### src/rtl/path_anim_controller_if.sv
// Bundles the animation controls and renderer-facing outputs of path_anim_controller.
// The master side drives the controls. The slave side is the controller.
interface path_anim_controller_if #(
    parameter int POS_W = 7
);
    logic             enable;
    logic             start_btn;
    logic             anim_tick;
    logic [1:0]       speed;
    logic [2:0]       seg_idx;
    logic [POS_W-1:0] seg_pos;
    logic             busy;
    logic             done;
    logic             seg_adv;

    modport master (
        output enable, start_btn, anim_tick, speed,
        input  seg_idx, seg_pos, busy, done, seg_adv
    );

    modport slave (
        input  enable, start_btn, anim_tick, speed,
        output seg_idx, seg_pos, busy, done, seg_adv
    );
endinterface

### src/rtl/path_anim_controller.sv
// Growing-path animation sequencer: gates on unlock, starts on button release,
// and grows a six-segment path one tick at a time for the pixel renderer.
module path_anim_controller #(
    parameter int NUM_SEG = 6,
    parameter int POS_W   = 7
) (
    input  logic                   sixp25MHz_clock,
    input  logic                   rst_n,
    path_anim_controller_if.slave  io
);
    typedef enum logic [1:0] {LOCKED, IDLE, RUN, HOLD} state_e;

    state_e           state_q;
    logic [2:0]       seg_idx_q;
    logic [POS_W-1:0] seg_pos_q;
    logic             busy_q, done_q, seg_adv_q;

    // [0],[1] are the synchronizer stages, [2] is the last-value register.
    logic [2:0] btn_pipe_q, tick_pipe_q;
    logic       btn_fall, tick_rise;

    logic [POS_W-1:0] seg_last_d;
    logic [1:0]       step_d;
    logic [POS_W:0]   pos_sum_d;
    logic [POS_W-1:0] pos_next_d;

    assign btn_fall  =  btn_pipe_q[2]  & ~btn_pipe_q[1];
    assign tick_rise = ~tick_pipe_q[2] &  tick_pipe_q[1];

    // Last valid position within the active segment (length minus one).
    always_comb begin
        seg_last_d = POS_W'(13);
        case (seg_idx_q)
            3'd0:    seg_last_d = POS_W'(40);
            3'd1:    seg_last_d = POS_W'(41);
            3'd2:    seg_last_d = POS_W'(25);
            3'd3:    seg_last_d = POS_W'(20);
            3'd4:    seg_last_d = POS_W'(36);
            default: seg_last_d = POS_W'(13);
        endcase
    end

    // One extra bit on the add so a large step near the end cannot wrap.
    always_comb begin
        step_d     = (io.speed == 2'd0) ? 2'd1 : io.speed;
        pos_sum_d  = {1'b0, seg_pos_q} + (POS_W+1)'(step_d);
        pos_next_d = (pos_sum_d > {1'b0, seg_last_d}) ? seg_last_d
                                                      : pos_sum_d[POS_W-1:0];
    end

    always_ff @(posedge sixp25MHz_clock or negedge rst_n) begin
        if (!rst_n) begin
            btn_pipe_q  <= '0;
            tick_pipe_q <= '0;
            state_q     <= LOCKED;
            seg_idx_q   <= '0;
            seg_pos_q   <= '0;
            busy_q      <= 1'b0;
            done_q      <= 1'b0;
            seg_adv_q   <= 1'b0;
        end else begin
            btn_pipe_q  <= {btn_pipe_q[1:0],  io.start_btn};
            tick_pipe_q <= {tick_pipe_q[1:0], io.anim_tick};
            seg_adv_q   <= 1'b0;
            if (!io.enable) begin
                state_q   <= LOCKED;
                seg_idx_q <= '0;
                seg_pos_q <= '0;
                busy_q    <= 1'b0;
                done_q    <= 1'b0;
            end else begin
                case (state_q)
                    LOCKED: state_q <= IDLE;
                    IDLE: if (btn_fall) begin
                        state_q   <= RUN;
                        seg_idx_q <= '0;
                        seg_pos_q <= '0;
                        busy_q    <= 1'b1;
                    end
                    // Button edges are deliberately ignored while running.
                    RUN: if (tick_rise) begin
                        if (seg_pos_q == seg_last_d) begin
                            seg_adv_q <= 1'b1;
                            if (seg_idx_q == 3'(NUM_SEG-1)) begin
                                state_q <= HOLD;
                                busy_q  <= 1'b0;
                                done_q  <= 1'b1;
                            end else begin
                                seg_idx_q <= seg_idx_q + 3'd1;
                                seg_pos_q <= '0;
                            end
                        end else begin
                            seg_pos_q <= pos_next_d;
                        end
                    end
                    HOLD: if (btn_fall) begin
                        state_q   <= RUN;
                        seg_idx_q <= '0;
                        seg_pos_q <= '0;
                        busy_q    <= 1'b1;
                        done_q    <= 1'b0;
                    end
                    default: state_q <= LOCKED;
                endcase
            end
        end
    end

    assign io.seg_idx = seg_idx_q;
    assign io.seg_pos = seg_pos_q;
    assign io.busy    = busy_q;
    assign io.done    = done_q;
    assign io.seg_adv = seg_adv_q;
endmodule

### src/flat_wrapper.sv
// flat-port wrapper written by rule: the top's interface ports become plain ports
module path_anim_controller_flat 
#(
    parameter int NUM_SEG = 6,
    parameter int POS_W   = 7
)
  (sixp25MHz_clock, rst_n, io_enable, io_start_btn, io_anim_tick, io_speed, io_seg_idx, io_seg_pos, io_busy, io_done, io_seg_adv);
  path_anim_controller_if #(.POS_W(POS_W)) io_i ();
  input  logic sixp25MHz_clock;
  input  logic rst_n;
  input wire logic [$bits(io_i.enable)-1:0] io_enable;
  input wire logic [$bits(io_i.start_btn)-1:0] io_start_btn;
  input wire logic [$bits(io_i.anim_tick)-1:0] io_anim_tick;
  input wire logic [$bits(io_i.speed)-1:0] io_speed;
  output wire logic [$bits(io_i.seg_idx)-1:0] io_seg_idx;
  output wire logic [$bits(io_i.seg_pos)-1:0] io_seg_pos;
  output wire logic [$bits(io_i.busy)-1:0] io_busy;
  output wire logic [$bits(io_i.done)-1:0] io_done;
  output wire logic [$bits(io_i.seg_adv)-1:0] io_seg_adv;
  assign io_i.enable = io_enable;
  assign io_i.start_btn = io_start_btn;
  assign io_i.anim_tick = io_anim_tick;
  assign io_i.speed = io_speed;
  assign io_seg_idx = io_i.seg_idx;
  assign io_seg_pos = io_i.seg_pos;
  assign io_busy = io_i.busy;
  assign io_done = io_i.done;
  assign io_seg_adv = io_i.seg_adv;
  path_anim_controller #(.NUM_SEG(NUM_SEG), .POS_W(POS_W)) u_core (.sixp25MHz_clock(sixp25MHz_clock), .rst_n(rst_n), .io(io_i));
endmodule
### config.mk
export PLATFORM = sky130hd
export DESIGN_NAME = path_anim_controller_flat
export DESIGN_NICKNAME = d
export VERILOG_FILES = /design/src/rtl/path_anim_controller_if.sv /design/src/rtl/path_anim_controller.sv /design/src/flat_wrapper.sv
export SDC_FILE = /design/constraint.sdc
export NUM_CORES = 1
export LEC_CHECK = 0
export CORE_ASPECT_RATIO = 1.4
export CORE_MARGIN = 2
export CORE_UTILIZATION = 58
export CTS_CLUSTER_DIAMETER = 200
export DETAILED_ROUTE_END_ITERATION = 12
export MAX_ROUTING_LAYER = met4
export PLACE_DENSITY = 0.84
export SYNTH_ARGS = -nofsm -noshare
export SYNTH_HDL_FRONTEND = slang
export SYNTH_SLANG_ARGS = --single-unit
### constraint.sdc
create_clock -name sixp25MHz_clock -period 5.8 [get_ports sixp25MHz_clock]
set_clock_uncertainty 0.05 [all_clocks]
set_input_delay 1.45 -clock sixp25MHz_clock [delete_from_list [all_inputs] [get_ports sixp25MHz_clock]]
set_output_delay 1.45 -clock sixp25MHz_clock [all_outputs]
set_load 0.02 [all_outputs]
; ---- Yosys cells after proc, flatten, opt, wreduce, memory -nomap -nowiden
; Index checks and enable logic that the tools add are counted.
; W data, S select, Z words.
[totals]
regBits = 21
latchBits = 0
ramBits = 0
rom_bits = 0
input_bits = 7
out_inout_bits = 13
word_cells = 79
memories = 0
[op_classes]
n_addsub = 2
n_mul = 0
div_mod_pow = 0
order_cmp = 1
eq_ne = 18
shift = 0
n_mux = 37
bitwise_logic = 4
n_reduce_logical = 9
[op_table]
columns = cell, count
row1 = $mux W7, 6
row2 = $pmux W6 S5, 1
row3 = $ne A3 B2 Y1 const B, 6
row4 = $mux W3, 5
row5 = $reduce_and A5 Y1, 3
row6 = $mux W1, 14
row7 = $pmux W7 S2, 1
row8 = $mux W2, 6
row9 = $add A7 B2 Y8, 1
row10 = $gt A8 B6 Y1, 1
row11 = $reduce_and A4 Y1, 2
row12 = $eq A7 B6 Y1, 1
row13 = $eq A3 B2 Y1 const B, 2
row14 = $eq A3 B3 Y1 const B, 2
row15 = $pmux W2 S3, 1
row16 = $pmux W3 S2, 1
row17 = $eq A2 B2 Y1 const B, 2
row18 = $logic_not A2 Y1, 2
row19 = $ne A4 B4 Y1 const B, 1
row20 = $pmux W1 S2, 2
row21 = $add A3 B1 Y3 const B, 1
row22 = $eq A3 B1 Y1 const B, 1
row23 = $logic_not A3 Y1, 1
row24 = $ne A3 B1 Y1 const B, 1
row25 = other kinds (5), 7

; ---- Logic depth before layout (Yosys ltp)
; Gate-level depths: netlist (run 1).
[logic_depth]
ltp_word = 9
mapped_depth = 14
depth_no_buf = 13

; ---- Worst setup path before layout (run 1)
; No wires, ideal clock.
[synth_path]
path_type = input port to flip-flop
startpoint = in io_speed[1]
endpoint = reg u_core.seg_pos_q[5], in the netlist u_core.io.seg_pos[5]
setup_ps = 90
arrival_time_ps = 4082
t_required_ps = 5660
setup_slack_ps = 1577
stages = 14
n_path_buf = 2
cell_sequence = clkbuf_1 -> ha_1 -> a21o_1 -> nand2_1 -> nor2_1 -> or2_2 -> ha_1 -> a21oi_1 -> o21ai_0 -> a211oi_1 -> o21a_1 -> clkbuf_1 -> mux2_2 -> o221ai_1
[synth_via]
elab_chain_len = 9
[synth_rtl]
columns = element, line_no
row1 = start: declaration, flat_wrapper.sv:14  ; input wire logic [$bits(io_i.speed)-1:0] io_speed;
row2 = $logic_not A2 Y1, path_anim_controller.sv:45  ; step_d = (io.speed == 2'd0) ? 2'd1 : io.speed;
row3 = $mux W2 *, path_anim_controller.sv:45
row4 = $add A7 B2 Y8 *, path_anim_controller.sv:46  ; pos_sum_d = {1'b0, seg_pos_q} + (POS_W+1)'(step_d);
row5 = $gt A8 B6 Y1, path_anim_controller.sv:47  ; pos_next_d = (pos_sum_d > {1'b0, seg_last_d}) ? seg_last_d
row6 = $mux W7 *, path_anim_controller.sv:47
row7 = $mux W7 *, path_anim_controller.sv:82  ; if (seg_pos_q == seg_last_d) begin
row8 = $mux W7 *, path_anim_controller.sv:81  ; RUN: if (tick_rise) begin
row9 = $pmux W7 S2 *, path_anim_controller.sv:72  ; case (state_q)
row10 = $mux W7 *, path_anim_controller.sv:65  ; if (!io.enable) begin
row11 = end signal: assignment, path_anim_controller.sv:93  ; seg_pos_q <= pos_next_d;
row12 = end: declaration, path_anim_controller.sv:15  ; logic [POS_W-1:0] seg_pos_q;
; Every way passes the cells marked *; elsewhere a longest branch is shown, timed or not. The select of a mux whose other input is x is not followed.
; A chain may end at the register's enable or synchronous reset.

; ---- Final worst setup path (run 1)
; Ends and elaborated chain as after synthesis.

==> results of run 1 <==
## worst max-delay path by stage
| stage | cells after the start | end | slack [ps] | start |
|---|---|---|---|---|
| 6_report | 14 | u_core.io.seg_pos[5]$_DFFE_PN0P_ | 1250 | io_speed[1] |
| 4_1_cts | 14 | u_core.io.seg_pos[5]$_DFFE_PN0P_ | 1260 | io_speed[1] |
| 5_1_grt | 14 | u_core.io.seg_pos[5]$_DFFE_PN0P_ | 1100 | io_speed[1] |
| 3_3_place_gp | 14 | u_core.io.seg_pos[5]$_DFFE_PN0P_ | 1140 | io_speed[1] |
| 2_1_floorplan | 14 | u_core.io.seg_pos[5]$_DFFE_PN0P_ | 1580 | io_speed[1] |
| 3_5_place_dp | 12 | u_core.io.seg_pos[5]$_DFFE_PN0P_ | 960 | io_speed[1] |
## metal layers
| metal | wire, um | vias to the layer above |
|---|---|---|
| met5 | 0 | - |
| met4 | 105 | 0 |
| met3 | 79 | 8 |
| met2 | 1834 | 37 |
| met1 | 1383 | 635 |
| li1 | - | 612 |
## per-stage QoR
step | cell area, um^2 | setup slack, ps | hold WS [ps]
2_1_floorplan | 1488 | 1577 | 281.2
3_3_place_gp | 1674 | 1138 | 284.2
3_5_place_dp | 1674 | 962.3 | 288.0
4_1_cts | 1702 | 1262 | 316.5
5_1_grt | 1702 | 1104 | 332.0
6_report | 1702 | 1252 | 313.7
## layout by cell type (no fill, tap or decap), types with 5 or more instances in the layout
master and n:
dfrtp_1 21, clkdlybuf4s50_1 19, nand2_1 16, inv_1 16, a21oi_1 6, nor2_1 13
ha_1 12, nand2b_1 6, o22ai_1 5
## sequential cells by signal, summed over array words and instances (netlist names)
signal / count
u_core.state_q: 2
u_core.btn_pipe_q: 3
u_core.io.done: 1
u_core.io.seg_pos: 7
u_core.io.seg_idx: 3
u_core.io.busy: 1
u_core.tick_pipe_q: 3
u_core.io.seg_adv: 1
## cell type report
class,instances,share of cell area
multi-input combinational,118,0.4985
sequential,21,0.3088
timing repair buffer,20,0.1162
inverter,16,0.03529
tap,34,0.02500
clock buffer,3,0.01324
clock inverter,1,0.002941
## worst max-delay path: cells and delay by family
kind | cells | cell delay, ps
AOI/OAI and AO/OA | 6 | 1330
buffers and inverters | 1 | 530
and+or+nand+nor | 4 | 510
adders and majority gates | 2 | 510
muxes | 1 | 390
## power by group
group          leakage [nW]  total (mW)  internal (mW)  switching, mW
Combinational         0.450      0.0238        0.00953         0.0143
Clock                0.0177      0.0688         0.0256         0.0431
Sequential            0.277       0.152          0.150        0.00211
## kinds of logic (layout without fill, tap and decap cells)
group | after synthesis | in the layout | synth area share
simple gates | 60 | 60 | 0.2170
compound gates | 35 | 35 | 0.1741
buf+inv | 22 | 40 | 0.07654
flops | 21 | 21 | 0.3532
fa+ha+maj | 13 | 13 | 0.1144
xor+xnor | 5 | 5 | 0.02944
mux | 5 | 5 | 0.03532
==> impl_metrics.tcl, run 1 <==
set metrics [dict create \
    r2r_end "u_core.io.seg_pos[5]$_DFFE_PN0P_" \
    r2r_start "u_core.io.seg_idx[0]$_DFFE_PN0P_" \
    drtPass1Iterations 4 \
    num_io_pins 20 \
    die_h_um 63.93 \
    fill_cells 185 \
    tightest_slew_ps 905.5 \
    async_flop_share 1.000 \
    worstPathRequired_ps 5960 \
    clk_path_buf_depth 2 \
    busiest_layer "met2" \
    crit_arrival_ps 4710 \
    syn_area_per_cell_um2 9.240 \
    synth.most_common_cell "dfrtp_1" \
    insertion_delay_ps 300 \
    worst-r2r-cell-count 12 \
    synth.net_count 181 \
    postCtsResizedCells 0 \
    outcome "completed" \
    grt_use_met2 0.4366 \
    crit_slowest_cell "clkdlybuf4s50_1" \
    min_from "u_core.tick_pipe_q[0]$_DFF_PN0_" \
    synth_area_leaders "dfrtp_1 (35%), ha_1 (10%), inv_1 (4.0%)" \
    synth.top_cells.by_count "dfrtp_1 (21), inv_1 (16), nand2_1 (16), nor2_1 (13), ha_1 (12)" \
    hpwl_um 2645 \
    syn_area_um2 1488 \
    reg2reg_slack_ps 2420 \
    cts_max_level 1 \
    p_per_area_nw_per_um2 143.7 \
    finalCritPeriodShare 0.7842 \
    grt_pass1_wl_um 5602 \
    synth_cell_types 48 \
    seqCellArea_um2 525.5 \
    dp.cells 209 \
    clkTransAtPathRegs_ps 120 \
    vdd_drop_max_mv 0.1806 \
    cts_root_buffer "clkbuf_4" \
    initial_core_util 0.6154 \
    drv_slew 0 \
    cts_tree "yes" \
    synth-main-ff-cell "dfrtp_1" \
    endpoint_kind "flop" \
    num_rows 21 \
    vias 1292 \
    grt_pass1_vias 1284 \
    avgViaCountPerCell 6.066 \
    wl_per_cell_um 15.97 \
    gr-usage-all-layers 0.2584 \
    start_kind "input pin" \
    port_buffers 19 \
    finalSetupViolCount 0 \
    fin_tns_setup_ps 0 \
    ant_nets 0 \
    fin_cells 213 \
    numCtsBuffers 3 \
    synth_edf_count 0 \
    relSlewSlack 0.3944 \
    n_antenna_cell 0 \
    synth_largest_area_cell "dfrtp_1" \
    leakagePower_nw 0.7440 \
    post-route-util 0.7039 \
    synth_seq_cells 21 \
    postCtsSetupRepairBufs 0 \
    antenna_found_initial 0 \
    core_area_um2 2417 \
    multiInputGateArea_um2 848.3 \
    path_cells "clkdlybuf4s50_1 -> nand2b_1 -> ha_1 -> a21o_1 -> nand2_1 -> nor2_1 -> or2_2 -> ha_1 -> a21oi_1 -> o21ai_0 -> a211oi_1 -> o21a_1 -> mux2_2 -> o221ai_1" \
    cp_common_cell "ha_1" \
    cap_violations 0 \
    drc 0 \
    use_met1 0.3098 \
    nets 200 \
    synth_top_area_frac 0.3532 \
    wl_um 3402 \
    drtIter0Drc 38 \
    p_total_uw 244.6 \
    grt_max_degree 22 \
    grt_overflow_total 0 \
    hold_depth 0 \
    cp_max_fo 10 \
    slowest_delay_ps 530 \
    drive_gt1_frac 0.08939 \
    chipWidth_um 46.81 \
    area_growth_pct 14.38 \
    rsz0062_at_grt "false" \
    min_to "u_core.tick_pipe_q[1]$_DFF_PN0_" \
    synthCells 161 \
    hp-class "reg -> reg" \
    grt.met3_usage 0.03107 \
    die_area_um2 2992 \
    hold_viol 0 \
    holdBufCountCts 0 \
    clkSinkCount 21 \
    yosysWarnings 0 \
    synth-seq-area-share 0.3532 \
    gp_congestion 0.9363 \
    path_class "in -> reg" \
    fin_crit_ps 4548 \
    fmax_ghz 0.2199 \
]
Note: power is estimated with default switching activity, not from simulation.
==> run 2: changes to the inputs <==
- CORE_UTILIZATION: 58 -> 49
- PLACE_DENSITY: 0.84 -> 0.75
- clock period: 5.8 -> 3.66 ns (I/O delays scaled with it)
==> run 2 against run 1 <==
- routed wire length increased by 4.3%
- sequential power up 59%
- count of clock-buffer cells in the layout unchanged
- critical path type unchanged
- critical endpoint unchanged
- largest power group unchanged
- highest routed layer unchanged
==> impl_metrics.tcl, run 2 (synthesized netlist as in run 1, its figures left out) <==
set metrics [dict create \
    cp_max_fo 4 \
    finalCritPeriodShare 0.9764 \
    gp_congestion 0.9065 \
    vias 1308 \
    min_from "u_core.tick_pipe_q[0]$_DFF_PN0_" \
    drtPass1Iterations 4 \
    worstPathRequired_ps 3790 \
    largest_register_ffs 7 \
    num_io_pins 20 \
    reg2reg_slack_ps 540 \
    fin_cells 224 \
    nets 208 \
    avgViaCountPerCell 5.839 \
    leakagePower_nw 0.8080 \
    worst-r2r-cell-count 12 \
    area_growth_pct 24.47 \
    drv_slew 0 \
    initial_core_util 0.5170 \
    wl_per_cell_um 15.84 \
    hold_viol 0 \
    insertion_delay_ps 260 \
    drc 0 \
    die_h_um 69.20 \
    post-route-util 0.6435 \
    port_buffers 19 \
    grt_pass1_vias 1260 \
    ant_nets 0 \
    grt_pass1_wl_um 5699 \
    p_per_area_nw_per_um2 231.3 \
    path_class "in -> reg" \
    vdd_drop_max_mv 0.3053 \
    cts_root_buffer "clkbuf_8" \
    clk_path_buf_depth 2 \
    r2r_start "u_core.io.seg_idx[0]$_DFFE_PN0P_" \
    cts_max_level 1 \
    clkTransAtPathRegs_ps 70 \
    numCtsBuffers 3 \
    crit_arrival_ps 3700 \
    drtIter0Drc 78 \
    layout_commonest_cell "dfrtp_1" \
    endpoint_kind "flop" \
    relSlewSlack 0.3898 \
    hold_depth 0 \
    outcome "completed" \
    postCtsSetupRepairBufs 0 \
    die_area_um2 3499 \
    chipWidth_um 50.57 \
    min_to "u_core.tick_pipe_q[1]$_DFF_PN0_" \
    place_ws_ps -337.9 \
    grt_max_degree 22 \
    hp-class "reg -> reg" \
    dp.cells 220 \
    core_area_um2 2878 \
    tightest_slew_ps 912.4 \
    clkSinkCount 21 \
    num_rows 23 \
    finalSetupViolCount 0 \
    layout_common_cells "dfrtp_1 (21), clkdlybuf4s50_1 (18), inv_1 (16), nand2_1 (15), nor2_1 (12)" \
    antenna_found_initial 0 \
    grt_overflow_total 0 \
    hpwl_um 2648 \
    n_antenna_cell 0 \
    cap_violations 0 \
    r2r_end "u_core.io.seg_pos[5]$_DFFE_PN0P_" \
    finalWorstSetupSlack_ps 86.51 \
    drive_gt1_frac 0.1872 \
    fmax_ghz 0.2798 \
    gr-usage-all-layers 0.2155 \
    start_kind "input pin" \
    wl_um 3549 \
    cts_tree "yes" \
    fin_crit_ps 3573 \
]
[run 2: cell types whose count changed in the layout (fill, tap and decap cells not counted), sizes merged]
cell           before  now
dlygate4sd2         0    1
buf                 1    9
clkdlybuf4s50      19   18
[run 2: cell type report]
type                       count  area, um^2
fill                         216        1026
sequential                    21       525.5
clock buffer                   3       41.29
tap                           37       46.29
clock inverter                 1       5.005
inverter                      16       60.06
timing repair buffer          28       264.0
multi-input combinational    118       909.6
[run 2: through the flow]
| step | TNS (ps) | hold WS (ps) | total power [mW] | cell area (um^2) |
|---|---|---|---|---|
| after CTS | 0 | 311.9 | 0.4310 | 1783 |
| after global placement | -1323 | 284.8 | 0.2824 | 1738 |
| after detailed placement | -1835 | 295.0 | 0.2834 | 1738 |
| after global routing | -197.4 | 322.9 | 0.4493 | 1852 |
| after floorplan | 0 | 281.2 | 0.2659 | 1489 |
| final | 0 | 309.6 | 0.4284 | 1852 |
[run 2: timing repair]
item	in CTS	in global routing
pin swaps	2	8
setup endpoints to repair	5	6
hold buffers	0	0
resized for setup	1	16
[run 2: how the worst max path moves through the flow]
stage | endpoint | cells after the start | from
final | u_core.io.seg_pos[5]$_DFFE_PN0P_ | 15 | io_speed[0]
after global routing | u_core.io.seg_pos[4]$_DFFE_PN0P_ | 16 | io_speed[0]
after CTS | u_core.io.seg_pos[2]$_DFFE_PN0P_ | 14 | io_speed[0]
after detailed placement | u_core.io.seg_pos[2]$_DFFE_PN0P_ | 14 | io_speed[1]
after global placement | u_core.io.seg_pos[2]$_DFFE_PN0P_ | 14 | io_speed[1]
after floorplan | u_core.io.seg_pos[5]$_DFFE_PN0P_ | 14 | io_speed[1]
[run 2: critical path, cell delays in order]
cell,delay (ps)
clkdlybuf4s50_1,450
nand2b_1,100
ha_2,180
a21o_1,160
nand2_2,70
buf_6,130
nor3_4,190
nor2_2,60
nand2b_1,140
ha_1,300
nand4b_1,110
o22ai_1,180
o21a_2,200
mux2_2,350
o221ai_2,150
[run 2: metal layers]
metal	up-vias	track usage	part of all wire
met5	-	-	0
met4	0	0.09309	0.031
met3	13	0.01940	0.027
met2	35	0.3816	0.56
met1	634	0.2412	0.38
li1	626	-	-
[run 2: where the power goes]
part           switching (mW)  total [mW]  leakage (nW)  internal (mW)
logic                  0.0233      0.0394         0.506         0.0161
clock network          0.0726       0.148        0.0255         0.0757
registers             0.00315       0.241         0.277          0.237
